## src/rtl/forwarder_pkg.sv

```systemverilog
// Shared types and helpers for the AXI-Stream packet forwarder.
package forwarder_pkg;

    localparam logic [1:0] ST_IDLE   = 2'd0;
    localparam logic [1:0] ST_STREAM = 2'd1;
    localparam logic [1:0] ST_DRAIN  = 2'd2;
    localparam logic [1:0] ST_DONE   = 2'd3;

    localparam int BEAT_BYTES = 8;
    localparam int KEEP_WIDTH = 8;
    localparam int DATA_WIDTH = 64;

    typedef struct packed {
        logic [DATA_WIDTH-1:0] data;
        logic [KEEP_WIDTH-1:0] keep;
        logic                  last;
    } beat_t;

    // Byte-enable mask for the final beat given len % 8.
    function automatic logic [KEEP_WIDTH-1:0] lastkeep(input logic [2:0] rem);
        logic [KEEP_WIDTH-1:0] k;
        k = '1;
        if (rem != 3'd0) begin
            k = (8'd1 << rem) - 8'd1;
        end
        return k;
    endfunction

endpackage

```

## src/rtl/fwd_skid_fifo.sv

```systemverilog
// Two-entry beat FIFO whose head entry is a register driving the AXI outputs.
module fwd_skid_fifo
    import forwarder_pkg::*;
(
    input  logic       clk,
    input  logic       rst,
    input  logic       push,
    input  beat_t      din,
    input  logic       pop,
    output logic [1:0] count,
    output beat_t      head
);

    beat_t      head_q;
    beat_t      tail_q;
    logic [1:0] cnt_q;
    logic       pop_ok;

    assign pop_ok = pop && (cnt_q != 2'd0);

    always_ff @(posedge clk) begin
        if (rst) begin
            head_q <= '0;
            tail_q <= '0;
            cnt_q  <= 2'd0;
        end else begin
            unique case ({push, pop_ok})
                2'b10: begin
                    if (cnt_q == 2'd0) begin
                        head_q <= din;
                    end else begin
                        tail_q <= din;
                    end
                    cnt_q <= cnt_q + 2'd1;
                end
                2'b01: begin
                    head_q <= tail_q;
                    cnt_q  <= cnt_q - 2'd1;
                end
                2'b11: begin
                    // Count is unchanged; the new beat lands behind any survivor.
                    if (cnt_q == 2'd2) begin
                        head_q <= tail_q;
                        tail_q <= din;
                    end else begin
                        head_q <= din;
                    end
                end
                default: begin
                end
            endcase
        end
    end

    assign count = cnt_q;
    assign head  = head_q;

endmodule

```

## src/rtl/axis_forwarder.sv

```systemverilog
// Reads a filled packet buffer as 64-bit words and emits it as one AXI-Stream packet.
module axis_forwarder
    import forwarder_pkg::*;
#(
    parameter int ADDR_WIDTH = 10
) (
    input  logic                  clk,
    input  logic                  rst,
    input  logic                  ready_for_forwarder,
    input  logic [31:0]           len_to_forwarder,
    output logic [ADDR_WIDTH-1:0] forwarder_rd_addr,
    output logic                  forwarder_rd_en,
    input  logic [63:0]           forwarder_rd_data,
    output logic                  forwarder_done,
    output logic [63:0]           m_axis_tdata,
    output logic [7:0]            m_axis_tkeep,
    output logic                  m_axis_tlast,
    output logic                  m_axis_tvalid,
    input  logic                  m_axis_tready
);

    localparam int MAX_BEATS = 2 ** (ADDR_WIDTH - 1);
    localparam int MAX_BYTES = MAX_BEATS * BEAT_BYTES;
    localparam int CW        = ADDR_WIDTH + 3;
    localparam logic [31:0]           MAXB32 = 32'(MAX_BYTES);
    localparam logic [CW-1:0]         MAXB_N = CW'(MAX_BYTES);
    localparam logic [ADDR_WIDTH-1:0] ONE    = ADDR_WIDTH'(1);

    logic [1:0]            state;
    logic [1:0]            state_nxt;
    logic [ADDR_WIDTH-1:0] rd_cnt;
    logic [ADDR_WIDTH-1:0] rd_idx;
    logic [ADDR_WIDTH-1:0] nbeats;
    logic [ADDR_WIDTH-1:0] last_idx;
    logic [KEEP_WIDTH-1:0] lkeep;
    logic                  in_flight;

    logic                  over;
    logic [CW-1:0]         clamped;
    logic [ADDR_WIDTH-1:0] nbeats_in;
    logic                  start;

    logic [1:0]            fifo_cnt;
    beat_t                 head;
    beat_t                 push_beat;
    logic                  pop;
    logic [2:0]            occ;
    logic                  credit;
    logic                  rd_last;
    logic                  drained;

    // Beat count and last-beat mask for the incoming length.
    assign over      = len_to_forwarder > MAXB32;
    assign clamped   = over ? MAXB_N : len_to_forwarder[CW-1:0];
    assign nbeats_in = clamped[CW-1:3] + ADDR_WIDTH'(|clamped[2:0]);
    assign start     = (state == ST_IDLE) && ready_for_forwarder
                    && (len_to_forwarder != 32'd0);

    assign last_idx = nbeats - ONE;
    assign rd_last  = (rd_cnt == last_idx);
    assign pop      = m_axis_tvalid && m_axis_tready;

    // Slots freed by this cycle's handshake count as credit, keeping 1 beat/cycle.
    assign occ     = 3'(fifo_cnt) + 3'(in_flight) - 3'(pop);
    assign credit  = occ < 3'd2;
    assign drained = !in_flight
                  && ((fifo_cnt == 2'd0) || ((fifo_cnt == 2'd1) && pop));

    always_ff @(posedge clk) begin
        if (rst) begin
            state <= ST_IDLE;
        end else begin
            state <= state_nxt;
        end
    end

    always_comb begin
        state_nxt = state;
        unique case (state)
            ST_IDLE: begin
                if (ready_for_forwarder) begin
                    if (len_to_forwarder == 32'd0) begin
                        state_nxt = ST_DONE;
                    end else begin
                        state_nxt = ST_STREAM;
                    end
                end
            end
            ST_STREAM: begin
                if (credit && rd_last) begin
                    state_nxt = ST_DRAIN;
                end
            end
            ST_DRAIN: begin
                if (drained) begin
                    state_nxt = ST_DONE;
                end
            end
            ST_DONE: begin
                state_nxt = ST_IDLE;
            end
            default: begin
                state_nxt = ST_IDLE;
            end
        endcase
    end

    always_comb begin
        forwarder_rd_en   = 1'b0;
        forwarder_rd_addr = '0;
        forwarder_done    = 1'b0;
        unique case (state)
            ST_STREAM: begin
                forwarder_rd_en   = credit;
                forwarder_rd_addr = rd_cnt;
            end
            ST_DONE: begin
                forwarder_done = 1'b1;
            end
            default: begin
            end
        endcase
    end

    always_ff @(posedge clk) begin
        if (rst) begin
            rd_cnt    <= '0;
            rd_idx    <= '0;
            nbeats    <= '0;
            lkeep     <= '0;
            in_flight <= 1'b0;
        end else begin
            in_flight <= forwarder_rd_en;
            if (start) begin
                nbeats <= nbeats_in;
                lkeep  <= over ? 8'hFF : lastkeep(len_to_forwarder[2:0]);
                rd_cnt <= '0;
            end else if (forwarder_rd_en) begin
                rd_cnt <= rd_cnt + ONE;
            end
            if (forwarder_rd_en) begin
                rd_idx <= rd_cnt;
            end
        end
    end

    always_comb begin
        push_beat.data = forwarder_rd_data;
        push_beat.last = (rd_idx == last_idx);
        push_beat.keep = push_beat.last ? lkeep : 8'hFF;
    end

    fwd_skid_fifo u_skid (
        .clk   (clk),
        .rst   (rst),
        .push  (in_flight),
        .din   (push_beat),
        .pop   (pop),
        .count (fifo_cnt),
        .head  (head)
    );

    assign m_axis_tvalid = (fifo_cnt != 2'd0);
    assign m_axis_tdata  = head.data;
    assign m_axis_tkeep  = head.keep;
    assign m_axis_tlast  = head.last;

endmodule

```

## config.mk

```make
export PLATFORM = sky130hd
export DESIGN_NAME = axis_forwarder
export DESIGN_NICKNAME = d
export VERILOG_FILES = /design/src/rtl/forwarder_pkg.sv /design/src/rtl/fwd_skid_fifo.sv /design/src/rtl/axis_forwarder.sv
export SDC_FILE = /design/constraint.sdc
export NUM_CORES = 1
export LEC_CHECK = 0
export CAP_MARGIN = 10
export CORE_MARGIN = 4
export CORE_UTILIZATION = 55
export DETAILED_ROUTE_END_ITERATION = 8
export DONT_BUFFER_PORTS = 1
export GPL_TIMING_DRIVEN = 0
export PLACE_DENSITY = 0.7
export RECOVER_POWER = 25
export SLEW_MARGIN = 20
export SYNTH_ARGS = -nofsm -noshare
export SYNTH_HDL_FRONTEND = slang
export SYNTH_SLANG_ARGS = --single-unit
```

## constraint.sdc

```tcl
create_clock -name clk -period 8.5 [get_ports clk]
set_clock_uncertainty 0.15 [all_clocks]
set_input_delay 1.7 -clock clk [delete_from_list [all_inputs] [get_ports clk]]
set_output_delay 1.7 -clock clk [all_outputs]
set_load 0.01 [all_outputs]
```

==> out/results.tsv, run 1 <==
stage	metric	value	unit
run_status	status	finished, final reports clean	
timing	setup-tns-final	0	ps
timing	rsz0062_at_grt	no	
drt	drc	0	
final_layout	drive_above_1_share	0.0565	
global_routing	grt_max_degree	20	
floorplan	die_h	133	um
global_routing	grt_util_all_layers	0.250	
critical_path	criticalPathCategory	in -> out	
cts	cts.root.buffer_cell	clkbuf_16	
placement	place_area	0.00877	sq mm
synthesis	async_reset_ff_frac	0	
cts	clkSlewWorstSetupHoldPaths	80	ps
global_routing	grt_pass1_wl	36100	um
cts	htree_levels	4	
timing	worstMarginPinSlew	706	ps
critical_path	regToRegEndpoint	u_skid.head[52]$_SDFFE_PP0P_	
drt	dr.pass1.iters	5	
critical_path	path_buf_inv	2	
cts	cts_buffer_depth	2	
critical_path	slowest_delay	470	ps
synthesis	synth_edf_count	0	
floorplan	row_count	45	
floorplan	dieArea	0.0176	sq mm
final_layout	fillers	1456	
critical_path	slowest_stage	buf_1	
cts	cts_made_buffers	17	
timing	min_period	5520	ps
synthesis	synth.ff_latch_count	189	
floorplan	start_util	0.561	
critical_path	cp_max_fo	10	
drt	drt_iter0_drc	494	
cts	cts_setup_buffers	0	
placement	gp_congestion	0.849	
final_layout	final_cell_area	0.00934	sq mm
floorplan	core-area	0.0152	sq mm
placement	dp_hpwl	16500	um
final_layout	nNetsFinal	1202	
critical_path	crit_arrival	3670	ps
critical_path	r2r_slack	5150	ps
synthesis	syn_avg_cell_area	8.00	sq um
drt	ant_nets	0	
critical_path	critPathLaunchType	input pin	
cts	cts-hold-fix-buffers	0	
synthesis	synth_cell_type_count	60	
synthesis	synth-main-ff-cell	dfxtp_1	
final_layout	num_antenna_cells	0	
critical_path	crit_path_end	forwarder_rd_en	
floorplan	ioPinCount	186	
synthesis	yosysWarnings	0	
timing	hold_viol	0	
synthesis	syn_nets	1183	
synthesis	synth_area	0.00853	sq mm
worst_hold_path	hold_class	reg -> reg	
placement	port_buffers	0	
drt	vias	7613	
cts	cts_resized	0	
worst_hold_path	min_from	u_skid.tail_q[38]$_SDFFE_PP0P_	
drt	wl_per_cell	17.6	um
global_routing	overflow	0	
drt	viasPerCell	5.92	
timing	setup_viol	0	
synthesis	yosysSeqAreaShare	0.443	
timing	maxSlewViolCount	0	
timing	maxSlewHeadroom	0.529	
critical_path	rr_startpoint	u_skid.count[1]$_SDFFE_PP0P_	
pwr	ir_drop	0.000155	V
job	drv_cap	0	
critical_path	crit_required	6650	ps
drt	routed_wl	22600	um
critical_path	cp_top_family	buffers and inverters	
cts	clkLatencyLatePin	430	ps
pwr	p_per_area	330	mW/mm^2
floorplan	die_w	133	um
critical_path	endpoint_kind	primary output	
cts	clkSinkCount	189	
global_routing	antenna_found_initial	0	
timing	final.period_utilization	0.650	
pwr	leakagePower	3.21	nW
timing	timing.fmax	181	MHz
critical_path	crit_chain	nor2b_1 > ha_1 > nand2b_1 > fa_1 > xnor2_1 > nand3_1 > inv_2 > buf_1	
cts	cts_tree	yes	
global_routing	grt_pass1_vias	7038	
final_layout	final_util	0.614	
synthesis	synth_cells	1066	
critical_path	crit_start	m_axis_tready	
critical_path	cp.depth	8	
final_layout	area_delta_synth_final	9.49	%
critical_path	r2r_cells	11	
final cells by class:
type / instances / area, sq um / share of cell area
Buffer: 93 / 375 / 0.0402
Clock buffer: 17 / 425 / 0.0455
Clock inverter: 15 / 149 / 0.0159
Inverter: 17 / 63.8 / 0.00683
Sequential cell: 189 / 3780 / 0.405
Tap cell: 188 / 235 / 0.0252
Multi-Input combinational cell: 767 / 4310 / 0.461
logic make-up (layout without fill, tap and decap cells):
kind of cell,count (synthesis),count (layout),share of synthesized area
buf+inv,110,142,0.0515
xor+xnor,36,36,0.0387
fa+ha+maj,18,18,0.0270
compound gates,217,217,0.166
flops,189,189,0.443
mux,7,7,0.00880
simple gates,489,489,0.265
cell usage in the layout (no fill, tap or decap), types with 9 or more instances in the layout:
master     instances
a21oi_1          112
nor4_1            17
xnor2_1           19
and2_1            14
inv_1             16
nand2_1          175
a31oi_1           10
dfxtp_1          189
xor2_1            15
and3_1             9
nor3_1            84
clkbuf_1          78
a221oi_1          64
nor2_1           115
nand3_1           20
ha_1              16
or3_1             12
buf_2              9
clkbuf_16         17
power breakdown:
group / switching [mW] / internal (mW)
combinational: 0.613 / 0.331
clock: 0.384 / 0.391
sequential: 0.239 / 1.13
total: 1.24 / 1.85
tightest hold or removal path, cell delays in order, from the launching register on:
cell	delay, ps
dfxtp_1	310
nand2_1	50
a21oi_1	50
synthesized netlist by cell type (16+ instances only):
| master | count | area share |
|---|---|---|
| inv_1 | 16 | 0.0070 |
| nand3_1 | 20 | 0.012 |
| xnor2_1 | 19 | 0.020 |
| ha_1 | 16 | 0.023 |
| a221oi_1 | 64 | 0.066 |
| nor2_1 | 115 | 0.051 |
| nand2_1 | 175 | 0.077 |
| clkbuf_1 | 78 | 0.034 |
| nor4_1 | 17 | 0.012 |
| nor3_1 | 84 | 0.049 |
| a21oi_1 | 112 | 0.066 |
| dfxtp_1 | 189 | 0.44 |
sequential cells by signal (all words and copies together) (netlist names):
register / flops
u_skid.count: 2
rd_idx: 10
rd_cnt: 10
in_flight: 1
nbeats: 10
u_skid.tail_q: 73
state: 2
lkeep: 8
u_skid.head: 73
worst min-delay path by stage:
stage                                     end  slack, ps  cells after the start
3_5_place_dp   u_skid.tail_q[38]$_SDFFE_PP0P_        300                      2
2_1_floorplan   u_skid.tail_q[0]$_SDFFE_PP0P_        280                      2
5_1_grt        u_skid.tail_q[29]$_SDFFE_PP0P_        320                      2
6_report       u_skid.tail_q[38]$_SDFFE_PP0P_        310                      2
4_1_cts        u_skid.tail_q[51]$_SDFFE_PP0P_        310                      2
3_3_place_gp   u_skid.tail_q[40]$_SDFFE_PP0P_        290                      2
stage by stage:
step / std cells / setup WS, ps / hold slack, ps / total power, mW
4_1_cts: 1286 / 2960 / 306 / 3.10
6_report: 1286 / 2980 / 308 / 3.08
2_1_floorplan: 1066 / 3260 / 282 / 2.06
5_1_grt: 1286 / 2860 / 316 / 3.29
3_3_place_gp: 1254 / 3020 / 292 / 2.31
3_5_place_dp: 1254 / 2970 / 296 / 2.33
metal layers:
layer	part of all wire	up-vias	GRT usage
li1	-	3770	-
met1	0.43	3536	0.339
met2	0.46	277	0.389
met3	0.096	30	0.0722
met4	0.016	0	0.0722
met5	0	-	0
Power figures use the tool's default switching activity.
==> run 2, diff against run 1 <==
PLACE_DENSITY = 0.73   (was 0.7)
clock period = 4.7 ns   (was 8.5 ns; I/O delays follow)
==> run 2 against run 1 <==
Sequential cell count stayed put. Global-route usage is 0.49 points higher. Routed wire length is 0.16% higher. Cell area hardly changed. Total power is 82% higher. Critical path depth is 2 higher. Final cell count stayed put. Sequential share of layout area hardly changed. Setup slack worse by 2600 ps. Critical path type is now reg -> out. Critical endpoint unchanged. Largest cell class unchanged.
==> out/results.tsv, run 2 (synthesis results as in run 1) <==
stage	metric	value	unit
cts	cts_buffer_depth	2	
drt	drc	0	
placement	place_area	0.00877	sq mm
cts	clkSlewWorstSetupHoldPaths	60	ps
floorplan	ioPinCount	186	
critical_path	crit_path_frequent_cell	ha_1	
global_routing	grt_pass1_vias	7246	
cts	cts_setup_buffers	0	
timing	setup-tns-final	0	ps
drt	wl_per_cell	17.6	um
final_layout	final_cell_area	0.00935	sq mm
critical_path	r2r_slack	1310	ps
cts	cts_made_buffers	17	
global_routing	busiest_layer	met2	
pwr	p_per_area	600	mW/mm^2
timing	min_period	4280	ps
pwr	swShare	0.392	
timing	rsz0062_at_grt	no	
timing	final.period_utilization	0.911	
final_layout	multiInputGateArea	0.00431	sq mm
timing	timing.fmax	234	MHz
cts	cts.root.buffer_cell	clkbuf_16	
drt	drt_iter0_drc	583	
final_layout	drive_above_1_share	0.0556	
timing	worstMarginPinSlew	712	ps
global_routing	antenna_found_initial	0	
critical_path	slowest_stage	buf_1	
critical_path	crit_chain	inv_1 > ha_1 > nor2b_1 > ha_1 > nand2b_1 > fa_1 > xnor2_1 > nand3_1 > inv_2 > buf_1	
worst_hold_path	hold_class	reg -> reg	
placement	gp_congestion	0.872	
global_routing	grtUsageMet3	0.0852	
worst_hold_path	min_path_cells	2	
timing	maxSlewHeadroom	0.525	
drt	ant_nets	0	
drt	vias	7660	
cts	cts_resized	0	
drt	routed_wl	22600	um
floorplan	row_count	45	
job	drv_cap	0	
critical_path	crit_required	3610	ps
final_layout	register_area	0.00378	sq mm
pwr	ir_drop	0.000283	V
cts	htree_levels	4	
run_status	status	finished, final reports clean	
final_layout	num_antenna_cells	0	
global_routing	grt_util_all_layers	0.254	
final_layout	fillers	1416	
critical_path	rr_startpoint	u_skid.count[1]$_SDFFE_PP0P_	
global_routing	grt_max_degree	18	
global_routing	grtUsageMet2	0.386	
pwr	p_comb_frac	0.305	
pwr	leakagePower	3.21	nW
floorplan	start_util	0.561	
pwr	pwr-share-clk	0.253	
cts	clkLatencyLatePin	430	ps
global_routing	grt_pass1_wl	36900	um
worst_hold_path	holdPathEnd	u_skid.tail_q[0]$_SDFFE_PP0P_	
floorplan	die_w	133	um
global_routing	overflow	0	
pwr	power.internal	3.41	mW
pwr	switchingPower	2.20	mW
pwr	pwr-share-seq	0.441	
floorplan	core-area	0.0152	sq mm
critical_path	regToRegEndpoint	u_skid.head[56]$_SDFFE_PP0P_	
drt	viasPerCell	5.96	
critical_path	slowest_delay	480	ps
global_routing	grt_util_met1	0.349	
critical_path	crit_arrival	3190	ps
drt	dr.pass1.iters	5	
final_layout	final_cell_mix	dfxtp_1, nand2_1, nor2_1	
critical_path	critPathLaunchType	flip-flop	
cts	clkSinkCount	189	
final_layout	final_common_cell	dfxtp_1	
cts	cts-hold-fix-buffers	0	
floorplan	dieArea	0.0176	sq mm
placement	port_buffers	0	
floorplan	die_h	133	um
cts	cts_tree	yes	
final_layout	area_delta_synth_final	9.55	%
placement	dp_hpwl	16500	um
timing	maxSlewViolCount	0	
final_layout	final_util	0.615	
timing	hold_viol	0	
critical_path	cp_max_fo	10	
worst_hold_path	min_from	u_skid.tail_q[0]$_SDFFE_PP0P_	
critical_path	endpoint_kind	primary output	
timing	setup_viol	0	
critical_path	criticalPathCategory	reg -> out	
final_layout	nNetsFinal	1202	
critical_path	r2r_cells	11	
## run 2: changes by cell type in the layout (fill, tap and decap cells not counted), sizes merged
cell,change
clkinvlp,+1
clkinv,-4
inv,-1
clkbuf,+3
bufinv,+1
## run 2: layout make-up
class,count,share of cell area
plain buffers,93,0.0402
clock buffers,20,0.0489
clock inverters,12,0.0131
inverters,17,0.00683
multi-input cells,767,0.461
flip-flops and latches,189,0.405
well taps,188,0.0252
## run 2: worst max-delay path by stage
stage	from	endpoint	slack [ps]
2_1_floorplan	m_axis_tready	forwarder_rd_en	980
3_3_place_gp	m_axis_tready	forwarder_rd_en	760
3_5_place_dp	m_axis_tready	forwarder_rd_en	690
4_1_cts	u_skid.count[1]$_SDFFE_PP0P_	forwarder_rd_en	410
5_1_grt	u_skid.count[1]$_SDFFE_PP0P_	forwarder_rd_en	120
6_report	u_skid.count[1]$_SDFFE_PP0P_	forwarder_rd_en	420
## run 2: per-layer routing
layer | wire, um | up-vias
met5 | 0 | -
met4 | 284 | 0
met3 | 2210 | 28
met2 | 10100 | 298
met1 | 10000 | 3562
li1 | - | 3772
## run 2: stage by stage
stage / std cells / power, mW / worst slack, ps / hold WS, ps
after floorplan: 1066 / 3.72 / 979 / 282
after global placement: 1254 / 4.17 / 758 / 291
after detailed placement: 1254 / 4.21 / 691 / 297
after CTS: 1286 / 5.62 / 413 / 306
after global routing: 1286 / 6.01 / 124 / 322
final: 1286 / 5.61 / 418 / 307
## run 2: power by group through the flow
stage	Combinational, mW	Clock (mW)	Sequential, mW
floorplan	1.32	0	2.40
global placement	1.67	0	2.50
detailed placement	1.70	0	2.51
CTS	1.71	1.44	2.48
global route	1.97	1.51	2.53
finish	1.71	1.42	2.48
## run 2: critical path, delay by kind of cell (launching register included)
family / cells / cell delay [ps]
xor gates and xnor gates: 1 / 200
and+or+nand+nor: 3 / 480
buffers and inverters: 3 / 790
adders and majority gates: 3 / 880
DFF: 1 / 420
==> run 3, diff against run 2 <==
SYNTH_HIERARCHICAL = 1   (was not set)
==> run 3 against run 2 <==
Final cell count grew 10%. Synthesized area grew 18%. Critical path depth shrank 1. Fmax shrank 4.5%. Clock-buffer cell count shrank 2. Largest cell class unchanged. Largest power group unchanged.
==> out/results.tsv, run 3 <==
stage	metric	value	unit
run_status	status	finished, final reports clean	
placement	dp_hpwl	20500	um
pwr	p_comb_frac	0.312	
cts	cts_setup_buffers	0	
floorplan	die_w	143	um
synthesis	yosys-top-cells-area	dfxtp_1, a311oi_2, o211ai_1	
synthesis	netlist.area_leader.share	0.375	
critical_path	crit_arrival	3390	ps
synthesis	synth-main-ff-cell	dfxtp_1	
pwr	pwr-share-clk	0.270	
final_layout	final_cell_mix	dfxtp_1, a21oi_1, nand3_1	
final_layout	num_antenna_cells	0	
global_routing	grt_pass1_wl	46200	um
placement	dpl.cell_count	1383	
synthesis	synth_common_cells	dfxtp_1, a21oi_1, nand3_1	
timing	maxSlewViolCount	0	
cts	cts.root.buffer_cell	clkbuf_16	
timing	worstMarginPinSlew	976	ps
synthesis	synth_edf_count	0	
floorplan	row_count	49	
final_layout	fin_cells	1414	
synthesis	syn_nets	1268	
synthesis	synth_area	0.0101	sq mm
timing	min_period	4480	ps
final_layout	final_cell_area	0.0109	sq mm
cts	cts_buffer_depth	2	
cts	htree_levels	4	
timing	maxSlewHeadroom	0.347	
drt	ant_nets	0	
final_layout	nNetsFinal	1287	
pwr	switchingPower	1.98	mW
worst_hold_path	hold_class	reg -> reg	
timing	setup_viol	0	
timing	final.period_utilization	0.954	
cts	cts_tree	yes	
synthesis	synth_top_area_cell	dfxtp_1	
critical_path	criticalPathCategory	reg -> out	
synthesis	synth.most_common_cell	dfxtp_1	
synthesis	synth_cells	1154	
pwr	ir_drop	0.000405	V
critical_path	crit_required	3610	ps
cts	clkLatencyLatePin	430	ps
floorplan	core-area	0.0180	sq mm
drt	viasPerCell	6.53	
synthesis	async_reset_ff_frac	0	
final_layout	drive_above_1_share	0.139	
synthesis	yosysSeqAreaShare	0.375	
timing	hold_viol	0	
timing	timing.fmax	223	MHz
final_layout	area_delta_synth_final	8.34	%
global_routing	grt_pass1_vias	8732	
global_routing	antenna_found_initial	0	
pwr	leakagePower	3.48	nW
global_routing	grt_util_all_layers	0.275	
timing	setup-tns-final	0	ps
drt	dr.pass1.iters	5	
placement	place_area	0.0104	sq mm
cts	cts_resized	0	
global_routing	grt_max_degree	17	
placement	gp_congestion	0.861	
cts	cts-hold-fix-buffers	0	
drt	wl_per_cell	20.7	um
pwr	p_per_area	475	mW/mm^2
final_layout	final_common_cell	dfxtp_1	
critical_path	critPathLaunchType	flip-flop	
drt	drc	0	
cts	clkSlewWorstSetupHoldPaths	70	ps
cts	cts_made_buffers	17	
drt	vias	9231	
floorplan	ioPinCount	186	
job	drv_cap	0	
floorplan	dieArea	0.0206	sq mm
global_routing	overflow	0	
floorplan	start_util	0.561	
floorplan	die_h	143	um
synthesis	yosysWarnings	6	
timing	rsz0062_at_grt	no	
cts	clkSinkCount	189	
pwr	power.internal	3.21	mW
pwr	pwr-share-seq	0.418	
critical_path	endpoint_kind	primary output	
synthesis	syn_avg_cell_area	8.73	sq um
synthesis	synth_cell_type_count	56	
drt	drt_iter0_drc	694	
placement	port_buffers	0	
pwr	swShare	0.381	
synthesis	synth.ff_latch_count	189	
drt	routed_wl	29200	um
critical_path	cp_max_fo	10	
==> run 3: cell count changes in the layout (fill, tap and decap cells not counted), sizes merged, moves of 72 or more <==
cell	change
nand2	-134
o211ai	+73
o21ai	+72
o31ai	+73
nor2	-77
a311oi	+72
==> run 3: cell type report <==
| class | count | area (sq um) |
|---|---|---|
| fillers | 1610 | 7040 |
| inverters | 13 | 48.8 |
| clock buffers | 18 | 439 |
| multi-input cells | 809 | 5560 |
| plain buffers | 143 | 686 |
| clock inverters | 13 | 115 |
| flip-flops and latches | 189 | 3780 |
| well taps | 229 | 287 |
==> run 3: critical path, cell delays in order, from the launching register on <==
cell,delay (ps)
dfxtp_1,380
or2_2,380
and2_1,210
ha_1,270
nand2b_1,150
fa_1,380
xnor2_1,320
nand3_1,210
clkinv_1,210
clkbuf_1,440
==> run 3: per-layer routing <==
metal / track usage / part of all wire
met1: 0.368 / 0.41
met2: 0.438 / 0.47
met3: 0.0749 / 0.093
met4: 0.0833 / 0.018
met5: 0 / 0
==> run 3: path summary, 6_finish.rpt <==
| path | start | endpoint | slack (ps) | depth (start not counted) |
|---|---|---|---|---|
| worst min register to register | rd_idx[0]$_SDFFE_PP0P_ | rd_idx[0]$_SDFFE_PP0P_ | 320 | 2 |
| worst max register to register | u_skid/count[1]$_SDFFE_PP0P_ | u_skid/tail_q[23]$_SDFFE_PP0P_ | 1150 | 10 |
| worst max-delay path | u_skid/count[1]$_SDFFE_PP0P_ | forwarder_rd_en | 220 | 9 |
| worst min-delay path | rd_idx[0]$_SDFFE_PP0P_ | rd_idx[0]$_SDFFE_PP0P_ | 320 | 2 |
==> run 3: per-stage QoR <==
stage	power [mW]	util	hold WS, ps	worst slack, ps
floorplan	3.40	-	281	968
global placement	3.77	0.577	301	551
detailed placement	3.80	0.577	308	557
CTS	5.19	0.608	318	226
global route	5.43	0.608	329	29.7
finish	5.18	0.608	316	218
==> run 3: kinds of logic (layout without fill, tap and decap cells) <==
logic type,after synthesis,after routing,synth area share
compound gates,417,417,0.324
simple gates,334,334,0.171
flops,189,189,0.375
buf+inv,156,187,0.0729
xor+xnor,40,40,0.0348
fa+ha+maj,14,14,0.0181
mux,4,4,0.00447
==> run 3: power groups by stage <==
stage	logic (mW)	registers, mW	clock network, mW
after floorplan	1.28	2.12	0
after global placement	1.57	2.20	0
after detailed placement	1.59	2.21	0
after CTS	1.60	2.17	1.41
after global routing	1.76	2.20	1.47
final	1.62	2.17	1.40
